[config.mk]
export PLATFORM = sky130hd
export DESIGN_NAME = alu_entry_ctrl
export DESIGN_NICKNAME = d
export VERILOG_FILES = /design/src/rtl/alu_entry_ctrl_pkg.sv /design/src/rtl/alu_entry_ctrl_btn_debounce.sv /design/src/rtl/alu_entry_ctrl.sv
export SDC_FILE = /design/constraint.sdc
export NUM_CORES = 1
export LEC_CHECK = 0
export CAP_MARGIN = 20
export CORE_ASPECT_RATIO = 0.8
export CORE_MARGIN = 5
export CORE_UTILIZATION = 30
export CTS_BUF_LIST = sky130_fd_sc_hd__clkbuf_4 sky130_fd_sc_hd__clkbuf_8
export DETAILED_ROUTE_END_ITERATION = 10
export PLACE_DENSITY_LB_ADDON = 0.05
export SLEW_MARGIN = 20
export SYNTH_ARGS = -nofsm -noshare
export SYNTH_HDL_FRONTEND = slang
export SYNTH_SLANG_ARGS = --single-unit
[constraint.sdc]
create_clock -name clk -period 2.8 [get_ports clk]
set_clock_uncertainty 0.15 [all_clocks]
set_input_delay 0.7 -clock clk [delete_from_list [all_inputs] [get_ports clk]]
set_output_delay 0.7 -clock clk [all_outputs]
set_load 0.005 [all_outputs]
[src/rtl/alu_entry_ctrl_pkg.sv]
// Shared constants for the ALU operand-entry front end: FSM encodings, debounce default
// and the ALU opcode values the entered mode field is decoded against.
package alu_entry_ctrl_pkg;

    localparam int unsigned DEBOUNCE_CYCLES_DEFAULT = 16;

    typedef enum logic [1:0] {
        S_OPCODE = 2'd0,
        S_A      = 2'd1,
        S_B      = 2'd2,
        S_RUN    = 2'd3
    } entry_state_e;

    localparam logic [3:0] OP_ADD = 4'h0;
    localparam logic [3:0] OP_SUB = 4'h1;
    localparam logic [3:0] OP_AND = 4'h2;
    localparam logic [3:0] OP_OR  = 4'h3;
    localparam logic [3:0] OP_XOR = 4'h4;
    localparam logic [3:0] OP_NOT = 4'h5;
    localparam logic [3:0] OP_SHL = 4'h6;
    localparam logic [3:0] OP_SHR = 4'h7;

endpackage

[src/rtl/alu_entry_ctrl_btn_debounce.sv]
// Pushbutton conditioning: 2-flop synchronizer, stable-count debouncer and a one-cycle
// pulse on each accepted press (debounced 0->1).
module btn_debounce #(
    parameter int unsigned DEBOUNCE_CYCLES = 16
) (
    input  logic clk,
    input  logic rst_n,
    input  logic btn_raw,
    output logic press
);

    localparam int unsigned CW = $clog2(DEBOUNCE_CYCLES + 1);

    logic [1:0]    sync_q, sync_d;
    logic          level_q, level_d;
    logic [CW-1:0] cnt_q, cnt_d;
    logic          press_q, press_d;

    always_comb begin
        sync_d  = {sync_q[0], btn_raw};
        level_d = level_q;
        cnt_d   = '0;
        press_d = 1'b0;
        // Accept the new level on the edge where the count would reach DEBOUNCE_CYCLES.
        if (sync_q[1] != level_q) begin
            if (cnt_q == CW'(DEBOUNCE_CYCLES - 1)) begin
                level_d = sync_q[1];
                press_d = sync_q[1];
            end else begin
                cnt_d = cnt_q + 1'b1;
            end
        end
    end

    always_ff @(posedge clk) begin
        if (!rst_n) begin
            sync_q  <= '0;
            level_q <= 1'b0;
            cnt_q   <= '0;
            press_q <= 1'b0;
        end else begin
            sync_q  <= sync_d;
            level_q <= level_d;
            cnt_q   <= cnt_d;
            press_q <= press_d;
        end
    end

    assign press = press_q;

endmodule

[src/rtl/alu_entry_ctrl.sv]
// Operand-entry controller: steps through opcode, A, B (+carry) on debounced next/back
// presses and holds the latched fields for the ALU while in the run state.
module alu_entry_ctrl
    import alu_entry_ctrl_pkg::*;
#(
    parameter int unsigned DEBOUNCE_CYCLES = DEBOUNCE_CYCLES_DEFAULT
) (
    input  logic       clk,
    input  logic       rst_n,
    input  logic [3:0] sw,
    input  logic       sw_cin,
    input  logic       btn_next,
    input  logic       btn_back,
    output logic [3:0] mode_d,
    output logic [3:0] a,
    output logic [3:0] b,
    output logic       c_in,
    output logic [1:0] entry_state,
    output logic       operands_valid
);

    logic next_pulse, back_pulse;

    btn_debounce #(.DEBOUNCE_CYCLES(DEBOUNCE_CYCLES)) u_next (
        .clk     (clk),
        .rst_n   (rst_n),
        .btn_raw (btn_next),
        .press   (next_pulse)
    );

    btn_debounce #(.DEBOUNCE_CYCLES(DEBOUNCE_CYCLES)) u_back (
        .clk     (clk),
        .rst_n   (rst_n),
        .btn_raw (btn_back),
        .press   (back_pulse)
    );

    entry_state_e state_q, state_d;
    logic [3:0]   opcode_q, opcode_d;
    logic [3:0]   a_q, a_d;
    logic [3:0]   b_q, b_d;
    logic         cin_q, cin_d;
    logic         valid_q, valid_d;
    logic [1:0]   cin_sync_q, cin_sync_d;

    always_comb begin
        state_d    = state_q;
        opcode_d   = opcode_q;
        a_d        = a_q;
        b_d        = b_q;
        cin_d      = cin_q;
        cin_sync_d = {cin_sync_q[0], sw_cin};
        // Next wins over a coincident back.
        if (next_pulse) begin
            unique case (state_q)
                S_OPCODE: begin
                    opcode_d = sw;
                    state_d  = S_A;
                end
                S_A: begin
                    a_d     = sw;
                    state_d = S_B;
                end
                S_B: begin
                    b_d     = sw;
                    cin_d   = cin_sync_q[1];
                    state_d = S_RUN;
                end
                S_RUN: state_d = S_OPCODE;
            endcase
        end else if (back_pulse) begin
            case (state_q)
                S_A:     state_d = S_OPCODE;
                S_B:     state_d = S_A;
                S_RUN:   state_d = S_B;
                default: state_d = state_q;
            endcase
        end
        valid_d = (state_d == S_RUN);
    end

    always_ff @(posedge clk) begin
        if (!rst_n) begin
            state_q    <= S_OPCODE;
            opcode_q   <= '0;
            a_q        <= '0;
            b_q        <= '0;
            cin_q      <= 1'b0;
            valid_q    <= 1'b0;
            cin_sync_q <= '0;
        end else begin
            state_q    <= state_d;
            opcode_q   <= opcode_d;
            a_q        <= a_d;
            b_q        <= b_d;
            cin_q      <= cin_d;
            valid_q    <= valid_d;
            cin_sync_q <= cin_sync_d;
        end
    end

    assign mode_d         = opcode_q;
    assign a              = a_q;
    assign b              = b_q;
    assign c_in           = cin_q;
    assign entry_state    = state_q;
    assign operands_valid = valid_q;

endmodule

==> flow_summary.toml <==
[clocking]
tritoncts = "yes"
hold_buffers = 0
clock_sinks = 36
cts_buffers = 5
clk_pin_slew_ns = 0.07
clock_path_buffers = 2
cts_resized = 0
cts-root-buf = "clkbuf_8"
post_cts_buffers = 0
htreeDepth = 2
clk_latency_ns = 0.28

[yosys]
synth_warnings = 0
synthCells = 141
synth_nets = 159
ys_ff_latch = 36
yosysSeqAreaShare_pct = 53.7
synthDistinctLibCells = 23
synth_area_leaders = "dfxtp_1, ha_1, nand3_1, nand2_1, a21oi_1"
avgSynthCellArea_sq_um = 9.52
yosysTopAreaCellShare_pct = 53.7
synth.largest_area_cell = "dfxtp_1"
syn_area_sq_um = 1340

[cells_and_area]
utilization_pct = 41.3
stdcell_area_sq_um = 1760
layout.cells.most_common_list = "dfxtp_1, clkdlybuf4s50_1, nand2_1"
syn2layout_area_growth_pct = 31.0
drive_gt1_share_pct = 7.02
diodes = 0
fin_nets = 188
final_common_cell = "dfxtp_1"
n_fill_cell = 425
fin_cells = 228

[grt]
grtUsageTotal_pct = 9.29
gr-total-overflow = 0
grt_pass1_wl_microns = 4420
grt_max_degree = 19
grt_pass1_vias = 1037
antenna_found_initial = 0

[power_and_ir_drop]
leakage_nw = 0.632
peakVddDrop_mv = 0.223
totalPowerFinal_mw = 0.991
power.density_nw_per_um2 = 563

[placed_design]
placed_cells = 220
place.gp.congestion = 0.730
portBuffers = 24
hpwl_microns = 1890
post-place-ws_ns = 0.676
dpl_cell_area_sq_um = 1650

[timing]
whs_ns = 0.277
finalCriticalPeriod_ns = 2.07
rsz0062_at_grt = "no"
timing.final.crit_share_pct = 73.8
hold_violations = 0
final.setup.worst_slack_ns = 0.735
relSlewSlack_pct = 66.2
fin_tns_setup_ns = 0
setup_violations = 0
fmax_ghz = 0.484
tightest_slew_ns = 0.506
slew_violations = 0

[route]
via_count = 1003
dr_wl_met3_microns = 156
post_drt_wl_per_cell_microns = 10.8
top_layer = "met4"
wl_met2_microns = 1160
met1_length_microns = 1110
dr.pass1.iters = 4
routed_wl_microns = 2460
antenna_left = 0
drtIter0Drc = 59
viasPerCell = 4.40
drc = 0

[floorplan]
initial_core_util_pct = 31.5
dieWidth_microns = 84.8
fp.coreArea_sq_um = 4260
num_rows = 21
die-area_sq_um = 5920
dieHeight_microns = 69.8
ios = 25

[worst_setup_path]
crit_path_max_incr_delay_ns = 0.53
crit_family = "buffers and inverters"
end_kind = "output port"
crit_type = "flop to output port"
path_max_fanout = 5
startpoint_type = "flop"
cp_data_required_time_ns = 1.95
crit_arrival_ns = 1.22
cp_cell_sequence = "clkdlybuf4s50_1"
slowest_stage = "clkdlybuf4s50_1"
cp_num_buf_inv = 1

[job]
max-cap-violations = 0

[worst_hold_path]
hold_class = "flop to flop"

[status]
status = "finished, final reports clean"
[per-layer routing]
| metal | GRT usage, % | vias up |
|---|---|---|
| met1 | 10.4 | 448 |
| met4 | 4.22 | 0 |
| li1 | - | 526 |
| met2 | 15.5 | 25 |
| met3 | 3.68 | 4 |
| met5 | 0 | - |
[sequential cells by signal, summed over array words and instances, names as in the netlist, 4 cells and up]
register	flops
b	4
u_next.cnt_q	5
u_back.cnt_q	5
a	4
mode_d	4
[cell type report]
class	count	area [sq um]	share of cell area [%]
clock inverter	2	35.0	1.99
multi-input combinational	94	578	32.9
tap	57	71.3	4.05
sequential	36	721	41.0
timing repair buffer	25	248	14.1
clock buffer	6	76.3	4.34
inverter	8	30.0	1.71
[kinds of logic after synthesis]
family / after synthesis / synth area share, %
AND/OR/NAND/NOR: 61 / 22.7
flip-flops: 36 / 53.7
AO/OA/AOI/OAI: 16 / 6.52
buffers and inverters: 11 / 3.26
adder cells (fa/ha/maj): 9 / 8.39
XOR/XNOR: 6 / 3.91
multiplexers: 2 / 1.49
[Yosys cell counts]
master,n
buf_2,2
ha_1,9
nand3_1,15
or3_4,2
o211ai_1,1
inv_2,1
o211a_1,1
nor2b_1,1
o21ai_0,1
nor3_1,2
dfxtp_1,36
xor2_1,2
xnor2_1,4
inv_1,7
nor2_1,12
clkbuf_1,1
and4b_1,2
mux2i_1,2
and3_1,2
and2_1,6
nand2_1,18
a21oi_1,13
nor4b_1,1
[final timing paths]
path / from / end / slack, ns / cells past startpoint
worst min-delay path: cin_sync_q[0] / cin_sync_q[1] / 0.28 / 1
worst max register to register: u_back.cnt_q[0] / u_back.cnt_q[2] / 1.09 / 5
worst min register to register: cin_sync_q[0] / cin_sync_q[1] / 0.28 / 1
worst max-delay path: entry_state[1] / entry_state[1] / 0.73 / 1
[where the power goes]
part	leakage [nW]	switching [mW]	internal, mW
sequential	0.291	0.00216	0.517
combinational	0.282	0.0117	0.0153
clock	0.0586	0.171	0.274
(Power assumes the default switching activity.)
